File: src/rtl/mux_pkg.sv
// Shared types and helpers for the registered scanning N-to-1 multiplexer.
package mux_pkg;

    typedef enum logic [1:0] {
        StIdle,
        StMan,
        StScan
    } state_e;

    // Channel index increment that wraps to 0 after n-1 (n need not be a power of two).
    function automatic int unsigned wrap_inc(input int unsigned p, input int unsigned n);
        return (p + 32'd1 >= n) ? 32'd0 : p + 32'd1;
    endfunction

endpackage

File: src/rtl/mux_nx1.sv
// Purely combinational N-to-1 selector of W-bit channels; out-of-range select yields zero.
module mux_nx1 #(
    parameter int unsigned N     = 16,
    parameter int unsigned W     = 8,
    parameter int unsigned SEL_W = $clog2(N)
) (
    input  logic [N*W-1:0] data_i,
    input  logic [SEL_W-1:0] sel_i,
    output logic [W-1:0]   data_o
);

    always_comb begin
        data_o = '0;
        for (int unsigned k = 0; k < N; k++) begin
            if (sel_i == SEL_W'(k)) begin
                data_o = data_i[k*W +: W];
            end
        end
    end

endmodule

File: src/rtl/mux_scan_nx1.sv
// Registered N-to-1 mux with valid/ready output, manual single-shot and auto-scan modes.
module mux_scan_nx1
    import mux_pkg::*;
#(
    parameter int unsigned N     = 16,
    parameter int unsigned W     = 8,
    parameter int unsigned SEL_W = $clog2(N)
) (
    input  logic             clk,
    input  logic             rst,
    input  logic [N*W-1:0]   i,
    input  logic [SEL_W-1:0] s,
    input  logic             mode,
    input  logic             req,
    output logic [W-1:0]     y,
    output logic [SEL_W-1:0] y_sel,
    output logic             y_valid,
    input  logic             y_ready,
    output logic             busy,
    output logic             done,
    output logic             err
);

    localparam int unsigned CntW = $clog2(N + 1);

    state_e            state_q;
    logic [W-1:0]      y_q;
    logic [SEL_W-1:0]  y_sel_q;
    logic              y_valid_q;
    logic [CntW-1:0]   cnt_q;
    logic              done_q;
    logic              err_q;

    logic              s_oob;
    logic [SEL_W-1:0]  p0;
    logic [SEL_W-1:0]  next_sel;
    logic [SEL_W-1:0]  mux_sel;
    logic [W-1:0]      mux_data;
    logic              accept;
    logic              last;

    always_comb begin
        s_oob    = (32'(s) >= N);
        p0       = s_oob ? '0 : s;
        next_sel = SEL_W'(wrap_inc(32'(y_sel_q), N));
        // Idle selects the requested channel; manual out-of-range s makes the selector return 0.
        mux_sel  = (state_q == StIdle) ? (mode ? p0 : s) : next_sel;
        accept   = y_valid_q && y_ready;
        last     = (cnt_q == CntW'(N));
    end

    mux_nx1 #(
        .N     (N),
        .W     (W),
        .SEL_W (SEL_W)
    ) u_sel (
        .data_i (i),
        .sel_i  (mux_sel),
        .data_o (mux_data)
    );

    always_ff @(posedge clk) begin
        if (rst) begin
            state_q   <= StIdle;
            y_q       <= '0;
            y_sel_q   <= '0;
            y_valid_q <= 1'b0;
            cnt_q     <= '0;
            done_q    <= 1'b0;
            err_q     <= 1'b0;
        end else begin
            done_q <= 1'b0;
            err_q  <= 1'b0;
            unique case (state_q)
                StIdle: begin
                    if (req) begin
                        y_q       <= mux_data;
                        y_valid_q <= 1'b1;
                        if (mode) begin
                            y_sel_q <= p0;
                            cnt_q   <= CntW'(1);
                            state_q <= StScan;
                        end else begin
                            y_sel_q <= s;
                            err_q   <= s_oob;
                            state_q <= StMan;
                        end
                    end
                end
                StMan: begin
                    if (accept) begin
                        y_valid_q <= 1'b0;
                        done_q    <= 1'b1;
                        state_q   <= StIdle;
                    end
                end
                StScan: begin
                    if (accept) begin
                        if (last) begin
                            y_valid_q <= 1'b0;
                            done_q    <= 1'b1;
                            cnt_q     <= '0;
                            state_q   <= StIdle;
                        end else begin
                            y_q     <= mux_data;
                            y_sel_q <= next_sel;
                            cnt_q   <= cnt_q + CntW'(1);
                        end
                    end
                end
                default: state_q <= StIdle;
            endcase
        end
    end

    assign y       = y_q;
    assign y_sel   = y_sel_q;
    assign y_valid = y_valid_q;
    assign busy    = (state_q != StIdle);
    assign done    = done_q;
    assign err     = err_q;

endmodule
File: config.mk
export PLATFORM = sky130hd
export DESIGN_NAME = mux_scan_nx1
export DESIGN_NICKNAME = d
export VERILOG_FILES = /design/src/rtl/mux_pkg.sv /design/src/rtl/mux_nx1.sv /design/src/rtl/mux_scan_nx1.sv
export SDC_FILE = /design/constraint.sdc
export NUM_CORES = 1
export LEC_CHECK = 0
export BUFFER_PORTS_ARGS = -buffer_cell sky130_fd_sc_hd__buf_2
export CORE_ASPECT_RATIO = 1.2
export CORE_MARGIN = 2
export CORE_UTILIZATION = 50
export DETAILED_ROUTE_END_ITERATION = 7
export PLACE_DENSITY = 0.89
export SYNTH_ARGS = -nofsm -noshare
export SYNTH_HDL_FRONTEND = slang
export SYNTH_SLANG_ARGS = --single-unit
File: constraint.sdc
create_clock -name clk -period 6.38 [get_ports clk]
set_input_delay 1.276 -clock clk [delete_from_list [all_inputs] [get_ports clk]]
set_output_delay 1.276 -clock clk [all_outputs]
set_load 0.1 [all_outputs]
# Word level (Yosys, flattened, before mapping)
# Index checks and enable logic that the tools add are counted.
# W data, S select, Z words.
dict set report classes {
  n_addsub 2
  magnitude_cmp 1
  n_eq_ne 24
  mux 46
  reduce_logical 10
}
# operator count
set op_table {}
lappend op_table {{$mux W8} 19}
lappend op_table {{$eq A4 B4 Y1 const B} 8}
lappend op_table {{$mux W4} 5}
lappend op_table {{$mux W5} 4}
lappend op_table {{$eq A4 B3 Y1 const B} 4}
lappend op_table {{$pmux W8 S2} 1}
lappend op_table {{$ne A2 B2 Y1 const B} 6}
lappend op_table {{$reduce_and A4 Y1} 3}
lappend op_table {{$mux W2} 5}
lappend op_table {{$pmux W5 S2} 1}
lappend op_table {{$eq A4 B2 Y1 const B} 2}
lappend op_table {{$pmux W4 S2} 1}
lappend op_table {{$mux W1} 7}
lappend op_table {{$pmux W2 S3} 1}
lappend op_table {{$add A4 B1 Y5 const B} 1}
lappend op_table {{$add A5 B1 Y5 const B} 1}
lappend op_table {{$eq A5 B5 Y1 const B} 1}
lappend op_table {{$ge A5 B5 Y1 const B} 1}
lappend op_table {{$reduce_and A5 Y1} 1}
lappend op_table {{$eq A4 B1 Y1 const B} 1}
lappend op_table {{$logic_not A4 Y1} 1}
lappend op_table {{$reduce_bool A2 Y1} 2}
lappend op_table {{$pmux W1 S3} 1}
lappend op_table {{$reduce_bool A3 Y1} 1}
lappend op_table {{other kinds (5)} 5}
dict set report word_totals {
  ff_bits 21
  inputBits 137
  output_inout_bits 16
  word_cells 89
}

# Logic depth before layout (Yosys ltp)
# Gate-level depths: netlist (run 1).
dict set report depth {
  word_depth 24
  mapped_depth 12
  ltp_nobuf 9
}

# Hierarchy
# Synthesis (run 1) repeated with hierarchy kept, for this count alone.
dict set report hier_totals {
  hier_cells 320
  hier_area_um2 2529.9
}
# mod instances cells_each area_per_inst_um2 seq_area_each_um2
set by_module_without_submodules {}
lappend by_module_without_submodules {mux_nx1 1 189 1343.8 0.0}
lappend by_module_without_submodules {mux_scan_nx1 1 131 1186.1 420.4}

# Least setup slack after synthesis (run 1)
# Ideal clock, no wire load.
dict set report synth_path {
  kind {reg-to-reg}
  start {register y_sel_q[0], in the netlist y_sel[0]}
  end {register y_q[1], in the netlist y[1]}
  setup_ps 116
  t_arrival_ps 2854
  setup_slack_ps 3410
  path_stages_with_launch 11
  path_buffers 2
  cell_sequence {dfxtp_1 -> ha_1 -> nor2b_1 -> a21o_1 -> buf_2 -> buf_1 -> a21oi_1 -> nor2_1 -> a32oi_1 -> o2111ai_1 -> o211a_1}
}
dict set report synth_between {
  elab_chain_len 24
}
# item line_no
set synth_rtl {}
lappend synth_rtl {{start: declaration} mux_scan_nx1.sv:28} ;# logic [SEL_W-1:0] y_sel_q;
lappend synth_rtl {{start signal: assignment} mux_scan_nx1.sv:80} ;# y_sel_q <= p0;
lappend synth_rtl {{start signal: assignment} mux_scan_nx1.sv:84} ;# y_sel_q <= s;
lappend synth_rtl {{start signal: assignment} mux_scan_nx1.sv:106} ;# y_sel_q <= next_sel;
lappend synth_rtl {{$add A4 B1 Y5 (*)} mux_pkg.sv:12} ;# return (p + 32'd1 >= n) ? 32'd0 : p + 32'd1;
lappend synth_rtl {{$ge A5 B5 Y1} mux_pkg.sv:12}
lappend synth_rtl {{$mux W4 (*)} mux_pkg.sv:12}
lappend synth_rtl {{$mux W4 (*)} mux_scan_nx1.sv:47} ;# mux_sel = (state_q == StIdle) ? (mode ? p0 : s) : next_sel;
lappend synth_rtl {{$logic_not A4 Y1} mux_nx1.sv:15} ;# if (sel_i == SEL_W'(k)) begin
lappend synth_rtl {{$mux W8 (15 in series)} mux_nx1.sv:15}
lappend synth_rtl {{$mux W8 (*)} mux_nx1.sv:15}
lappend synth_rtl {{$mux W8} mux_scan_nx1.sv:99} ;# if (last) begin
lappend synth_rtl {{$mux W8} mux_scan_nx1.sv:98} ;# if (accept) begin
lappend synth_rtl {{$pmux W8 S2 (*)} mux_scan_nx1.sv:74} ;# unique case (state_q)
lappend synth_rtl {{end signal: assignment} mux_scan_nx1.sv:77} ;# y_q <= mux_data;
lappend synth_rtl {{end signal: assignment} mux_scan_nx1.sv:105} ;# y_q <= mux_data;
lappend synth_rtl {{end: declaration} mux_scan_nx1.sv:27} ;# logic [W-1:0] y_q;
# Every way passes the cells marked *; elsewhere a longest branch is shown, timed or not. The select of a mux whose other input is x is not followed.
# A chain may end at the register's enable or synchronous reset.

# Worst setup path after layout (run 1)
dict set report layout_path {
  start {register y_sel_q[0], in the netlist y_sel[0]}
  end {register y_q[7], in the netlist y[7]}
}
# The elaborated chain is that of the path after synthesis.

==> flow_summary.ini, run 1 <==
[place]
post-place-ws_ns = 2.892
port_buffers = 151
place_hpwl_um = 8207
postPlaceCellArea_um2 = 3518
gp_congestion = 0.9412

[power]
p_sw_mw = 0.5333
pwr-share-seq_pct = 19.5
pwr-share-clk_pct = 10.0
power_density_nw_per_um2 = 262.7
ir_worst_vdd_uv = 291.7
pwr-share-comb_pct = 70.6
internal_power_mw = 0.4032
power_switching_share_pct = 56.94
leakagePower_nw = 1.576

[route]
vias_per_cell = 6.416
drc = 0
vias = 3766
avgRoutedWirePerCell_um = 18.29
ant_nets = 0
wirelength_um = 10740
first_iter_violations = 253
firstDrtPassIters = 5

[synth]
synth_ff_type = dfxtp_1
syn_area_um2 = 2843
syn_nets = 541
synthAdderAreaFrac_pct = 3.081
yosysUniqueCellTypes = 75
ys_seq_area_share_pct = 14.79
ys_ff_latch = 21
synth_compound_area_share_pct = 36.36
syn_avg_cell_area_um2 = 7.161
synthCells = 397
async_reset_ff_share_pct = 0
synth_top_family_by_area = compound AO/OA/AOI/OAI gates
synth-edff-count = 0
muxShareOfSynthArea_pct = 7.130
synthSimpleGateAreaFrac_pct = 29.23
synth_xor_area_share_pct = 1.496
yosysWarnings = 0

[worst_hold_path]
hp-class = flop to flop
hold_path_end = state_q[1]$_SDFFE_PP0P_
hp-start = state_q[1]$_SDFFE_PP0P_
min_path_cells = 2

[grt]
antenna_found_initial = 0
overflow = 0
track_usage_pct = 33.07
grt_pass1_wl_um = 16440
grt_start_max_net_pins = 42
grt_pass1_vias = 3534

[setup_path]
startpoint_type = flop
worstPathArrival_ns = 3.52
ff2ff_path_depth = 9
required_ns = 6.58
path_max_fanout = 20
crit_path_end_kind = flop
timing.rr.end = y[7]$_SDFFE_PP0P_
r2r_start = y_sel[0]$_SDFFE_PP0P_
worst-setup-path-type = flop to flop
r2r_slack_ns = 3.06

[clock_network]
numClockSinks = 21
cts_tree = done
htreeDepth = 1
clkTransAtPathRegs_ns = 0.09
cts_buffer_depth = 2
cts_made_buffers = 3
cts-hold-fix-buffers = 0
worstSkewPairLatency_ns = 0.28
cts_setup_buffers = 0
root_buffer = clkbuf_8
postCtsResizedCells = 0

[floorplan]
dieHeight_um = 86.60
start_util_pct = 51.17
core_um2 = 5555
num_rows = 30
die_area_um2 = 6307
fp.dieW_um = 72.83
io_pins = 153

[timing]
maxSlewViolCount = 0
final-setup-viol-count = 0
max_slew_margin_pct = 34.62
final.period_utilization_pct = 52.00
hold_viol_final = 0
skew_ns = 0.01194
fin_ws_ns = 3.063
worst_pin_slew_ns = 0.9807
layout_min_cycle_time_ns = 3.317
rsz0062_at_grt = false
setup_tns_ns = 0
fmax_mhz = 301.4
hold-worst-slack_ns = 0.4952

[finish]
drive_above_1_share_pct = 34.23
post-route-util_pct = 64.17
nFillCells = 527
nNetsFinal = 668
areaGrowthSynthToFinish_pct = 25.40
final_common_cell = buf_2
design_area_um2 = 3565
multi_input_area_um2 = 2213
mostFrequentLayoutCells = buf_2 (151), nand2_1 (61), a21oi_1 (32)
n_antenna_cell = 0
register_area_um2 = 420.4

[outcome]
status = completed

[job]
maxCapViolCount = 0
-- metrics by stage --
| stage | power (mW) | instances |
|---|---|---|
| floorplan | 0.6937 | 397 |
| global placement | 0.8228 | 583 |
| detailed placement | 0.8314 | 583 |
| CTS | 0.9226 | 587 |
| global route | 0.9912 | 587 |
| finish | 0.9365 | 587 |
-- worst max-delay path, stage by stage, from the launching register on --
cell	delay, ns
dfxtp_1	0.53
ha_1	0.52
a311o_2	0.31
and2_1	0.44
buf_4	0.36
nand2_1	0.27
nor2b_1	0.28
a211oi_1	0.11
a211o_1	0.24
a41oi_1	0.19
-- cell families (layout without fill, tap and decap cells) --
kind of cell / Yosys count / in the layout
and+or+nand+nor: 164 / 164
AOI/OAI and AO/OA: 144 / 144
buffers and inverters: 40 / 166
DFF: 21 / 21
muxes: 16 / 16
adders and majority gates: 7 / 7
xor gates and xnor gates: 4 / 4
other: 1 / 1
-- layer usage --
metal / part of all wire, % / wire (um) / vias to the layer above / track usage, %
met5: 0 / 0 / - / 0
met4: 2.8 / 296 / 0 / 14.14
met3: 9.2 / 987 / 26 / 5.233
met2: 48 / 5199 / 247 / 56.28
met1: 40 / 4256 / 1721 / 40.84
li1: - / - / 1772 / -
-- layout make-up --
type | count | area share, %
Multi-Input combinational cell | 336 | 62.09
Clock buffer | 3 | 1.158
Inverter | 9 | 0.9477
Sequential cell | 21 | 11.79
Tap cell | 64 | 2.246
Clock inverter | 1 | 0.1404
Timing Repair Buffer | 153 | 21.62
-- cells in the mapped netlist (8+ instances only) --
master / n / area share, %
a211oi_1: 10 / 2.6
a21oi_1: 32 / 5.6
o22ai_1: 9 / 2.0
buf_2: 9 / 1.6
nand2_1: 61 / 8.1
nand3_1: 17 / 3.0
nor2b_1: 8 / 1.8
mux2i_1: 9 / 3.2
dfxtp_1: 21 / 15
and2_1: 8 / 1.8
o21ai_0: 21 / 3.7
nor2_1: 26 / 3.4
inv_1: 8 / 1.1
-- power by group through the flow --
stage	registers [mW]	clock network, mW	logic, mW
global route	0.185	0.0993	0.707
detailed placement	0.183	0	0.648
finish	0.182	0.0934	0.661
floorplan	0.307	0	0.387
CTS	0.181	0.0914	0.650
global placement	0.183	0	0.640
-- worst max path at each step --
stage | from | cells after the start | to | slack, ns
6_report | y_sel[0]$_SDFFE_PP0P_ | 9 | y[7]$_SDFFE_PP0P_ | 3.06
5_1_grt | y_sel[0]$_SDFFE_PP0P_ | 9 | y[5]$_SDFFE_PP0P_ | 2.78
4_1_cts | y_sel[0]$_SDFFE_PP0P_ | 9 | y[7]$_SDFFE_PP0P_ | 3.08
3_5_place_dp | s[0] | 9 | y[7]$_SDFFE_PP0P_ | 2.89
3_3_place_gp | s[0] | 9 | y[7]$_SDFFE_PP0P_ | 2.94
2_1_floorplan | y_sel[0]$_SDFFE_PP0P_ | 10 | y[1]$_SDFFE_PP0P_ | 3.41
-- state kept, by name, indices dropped and copies added, names as in the netlist --
signal and count:
y 8, cnt_q 5, y_sel 4, state_q 2, done 1, y_valid 1
Power figures use the tool's default switching activity.
==> run 2, diff against run 1 <==
- CORE_UTILIZATION: 50 -> 42
- PLACE_DENSITY: 0.89 -> 0.8
- clock period: 6.38 -> 2.9 ns (I/O delays scaled with it)
==> run 2 against run 1 <==
Flip-flop and latch count unchanged. Sequential share of layout area down 0.36 points. Global-route usage decreased by 4.9 points. Worst setup slack worse by 2.9 ns. Design area is 3.7% higher. First-iteration DRC count is 30% higher. Routed wire length grew 4.9%. Register-to-register slack worse by 2.9 ns. Critical path type unchanged. Critical endpoint is now y[6]$_SDFFE_PP0P_.
==> flow_summary.ini, run 2 (synthesized netlist as in run 1, its figures left out) <==
[outcome]
status = completed

[floorplan]
core_um2 = 6486
die_area_um2 = 7445
io_pins = 153
dieHeight_um = 94.12
fp.dieW_um = 79.10
start_util_pct = 43.83
num_rows = 32

[power]
internal_power_mw = 0.9327
pwr-share-clk_pct = 9.8
pwr-share-seq_pct = 18.6
p_sw_mw = 1.195
pwr-share-comb_pct = 71.7
ir_worst_vdd_uv = 371.5
leakagePower_nw = 1.641
power_switching_share_pct = 56.17
power_density_nw_per_um2 = 575.5

[place]
place_hpwl_um = 8810
place_inst = 617
gp_congestion = 0.9421
port_buffers = 151

[route]
ant_nets = 0
avgRoutedWirePerCell_um = 18.14
vias = 3821
drc = 0
first_iter_violations = 328
vias_per_cell = 6.153
wirelength_um = 11260
firstDrtPassIters = 5

[timing]
hold_viol_final = 0
setup_tns_ns = 0
skew_ns = 0.01251
layout_min_cycle_time_ns = 2.717
max_slew_margin_pct = 50.75
rsz0062_at_grt = false
worst_pin_slew_ns = 0.7344
final.period_utilization_pct = 93.68
final-setup-viol-count = 0
maxSlewViolCount = 0
fmax_mhz = 368.1

[clock_network]
cts_made_buffers = 3
htreeDepth = 1
root_buffer = clkbuf_8
worstSkewPairLatency_ns = 0.28
clkTransAtPathRegs_ns = 0.09
cts_setup_buffers = 0
numClockSinks = 21
cts_buffer_depth = 2
cts_tree = done

[setup_path]
required_ns = 3.06
path_max_fanout = 13
r2r_start = state_q[0]$_SDFFE_PP0P_
worst-setup-path-type = flop to flop
critical-path-slowest-cell = mux2i_4
crit_path_end_kind = flop
max_stage_delay_ns = 0.41
startpoint = state_q[0]$_SDFFE_PP0P_
worstPathArrival_ns = 2.88
cp_cell_sequence = inv_1 > ha_1 > buf_4 > mux2i_4 > buf_4 > mux2_1 > nor2_1 > a31oi_1 > o221ai_1 > a32o_1 > a211oi_2
startpoint_type = flop
critPathMostFrequentCell = buf_4

[finish]
mostFrequentLayoutCells = buf_2 (151), nand2_1 (60), a21oi_1 (32)
areaGrowthSynthToFinish_pct = 30.06
largest_reg_flops = 8
n_antenna_cell = 0
nNetsFinal = 681
nFillCells = 628
drive_above_1_share_pct = 36.38
final_common_cell = buf_2
final_cells = 621

[worst_hold_path]
hp-class = flop to flop
hp-start = y_valid$_SDFFE_PP0P_

[grt]
grt_use_met2_pct = 45.97
globalRouteMet1Util_pct = 37.28
grt_start_max_net_pins = 39
grt_use_met3_pct = 4.038
track_usage_pct = 28.17
grt-busiest-layer = met2
grt_pass1_vias = 3477
grt_pass1_wl_um = 16750
overflow = 0
antenna_found_initial = 0

[job]
maxCapViolCount = 0
[run 2: changes by cell type in the layout (fill, tap and decap cells not counted), sizes merged]
cell	change
buf	+13
[run 2: path summary, 6_finish.rpt]
check | cells past startpoint | endpoint | slack (ns)
max | 11 | y[6]$_SDFFE_PP0P_ | 0.18
min | 2 | y_valid$_SDFFE_PP0P_ | 0.50
max reg2reg | 11 | y[6]$_SDFFE_PP0P_ | 0.18
min reg2reg | 2 | y_valid$_SDFFE_PP0P_ | 0.50
[run 2: layer usage]
layer	routed length, um	vias up
met2	5230	300
met3	1365	30
met4	300	0
met1	4365	1697
met5	0	-
li1	-	1794
[run 2: final cells by class]
type | instances | area, um^2 | share of cell area (%)
Timing Repair Buffer | 166 | 872.1 | 23.59
Tap cell | 85 | 106.4 | 2.876
Clock inverter | 1 | 5.005 | 0.1354
Sequential cell | 21 | 422.9 | 11.44
Multi-Input combinational cell | 336 | 2216 | 59.93
Inverter | 9 | 33.78 | 0.9137
Clock buffer | 3 | 41.29 | 1.117
[run 2: power groups by stage]
stage / clock (mW) / sequential (mW) / combinational [mW]
floorplan: 0 / 0.677 / 0.851
global placement: 0 / 0.397 / 1.47
detailed placement: 0 / 0.397 / 1.49
CTS: 0.207 / 0.392 / 1.49
global route: 0.219 / 0.401 / 1.62
finish: 0.208 / 0.395 / 1.52
[run 2: metrics by stage]
step	power [mW]	hold slack [ns]	utilization (%)	cell area, um^2	setup WS (ns)
final	2.128	0.5045	57.00	3697	0.1832
after global routing	2.242	0.5318	57.00	3697	0.007393
after CTS	2.092	0.5054	56.91	3691	0.2136
after detailed placement	1.884	0.4887	56.19	3645	0.2307
after global placement	1.866	0.4792	56.19	3645	0.2836
after floorplan	1.528	0.4648	-	2845	0.1841
[run 2: worst max-delay path, delay by kind of cell (launching register included)]
family	cells	cell delay [ns]
and+or+nand+nor	1	0.09
DFF	1	0.35
buffers and inverters	3	0.56
AOI/OAI and AO/OA	4	0.50
adders and majority gates	1	0.37
muxes	2	0.74
[run 2: what timing repair did]
action	4_1_cts	5_1_grt
endpoints found under the setup margin	0	1
hold buffers	0	0
resized for setup	0	2
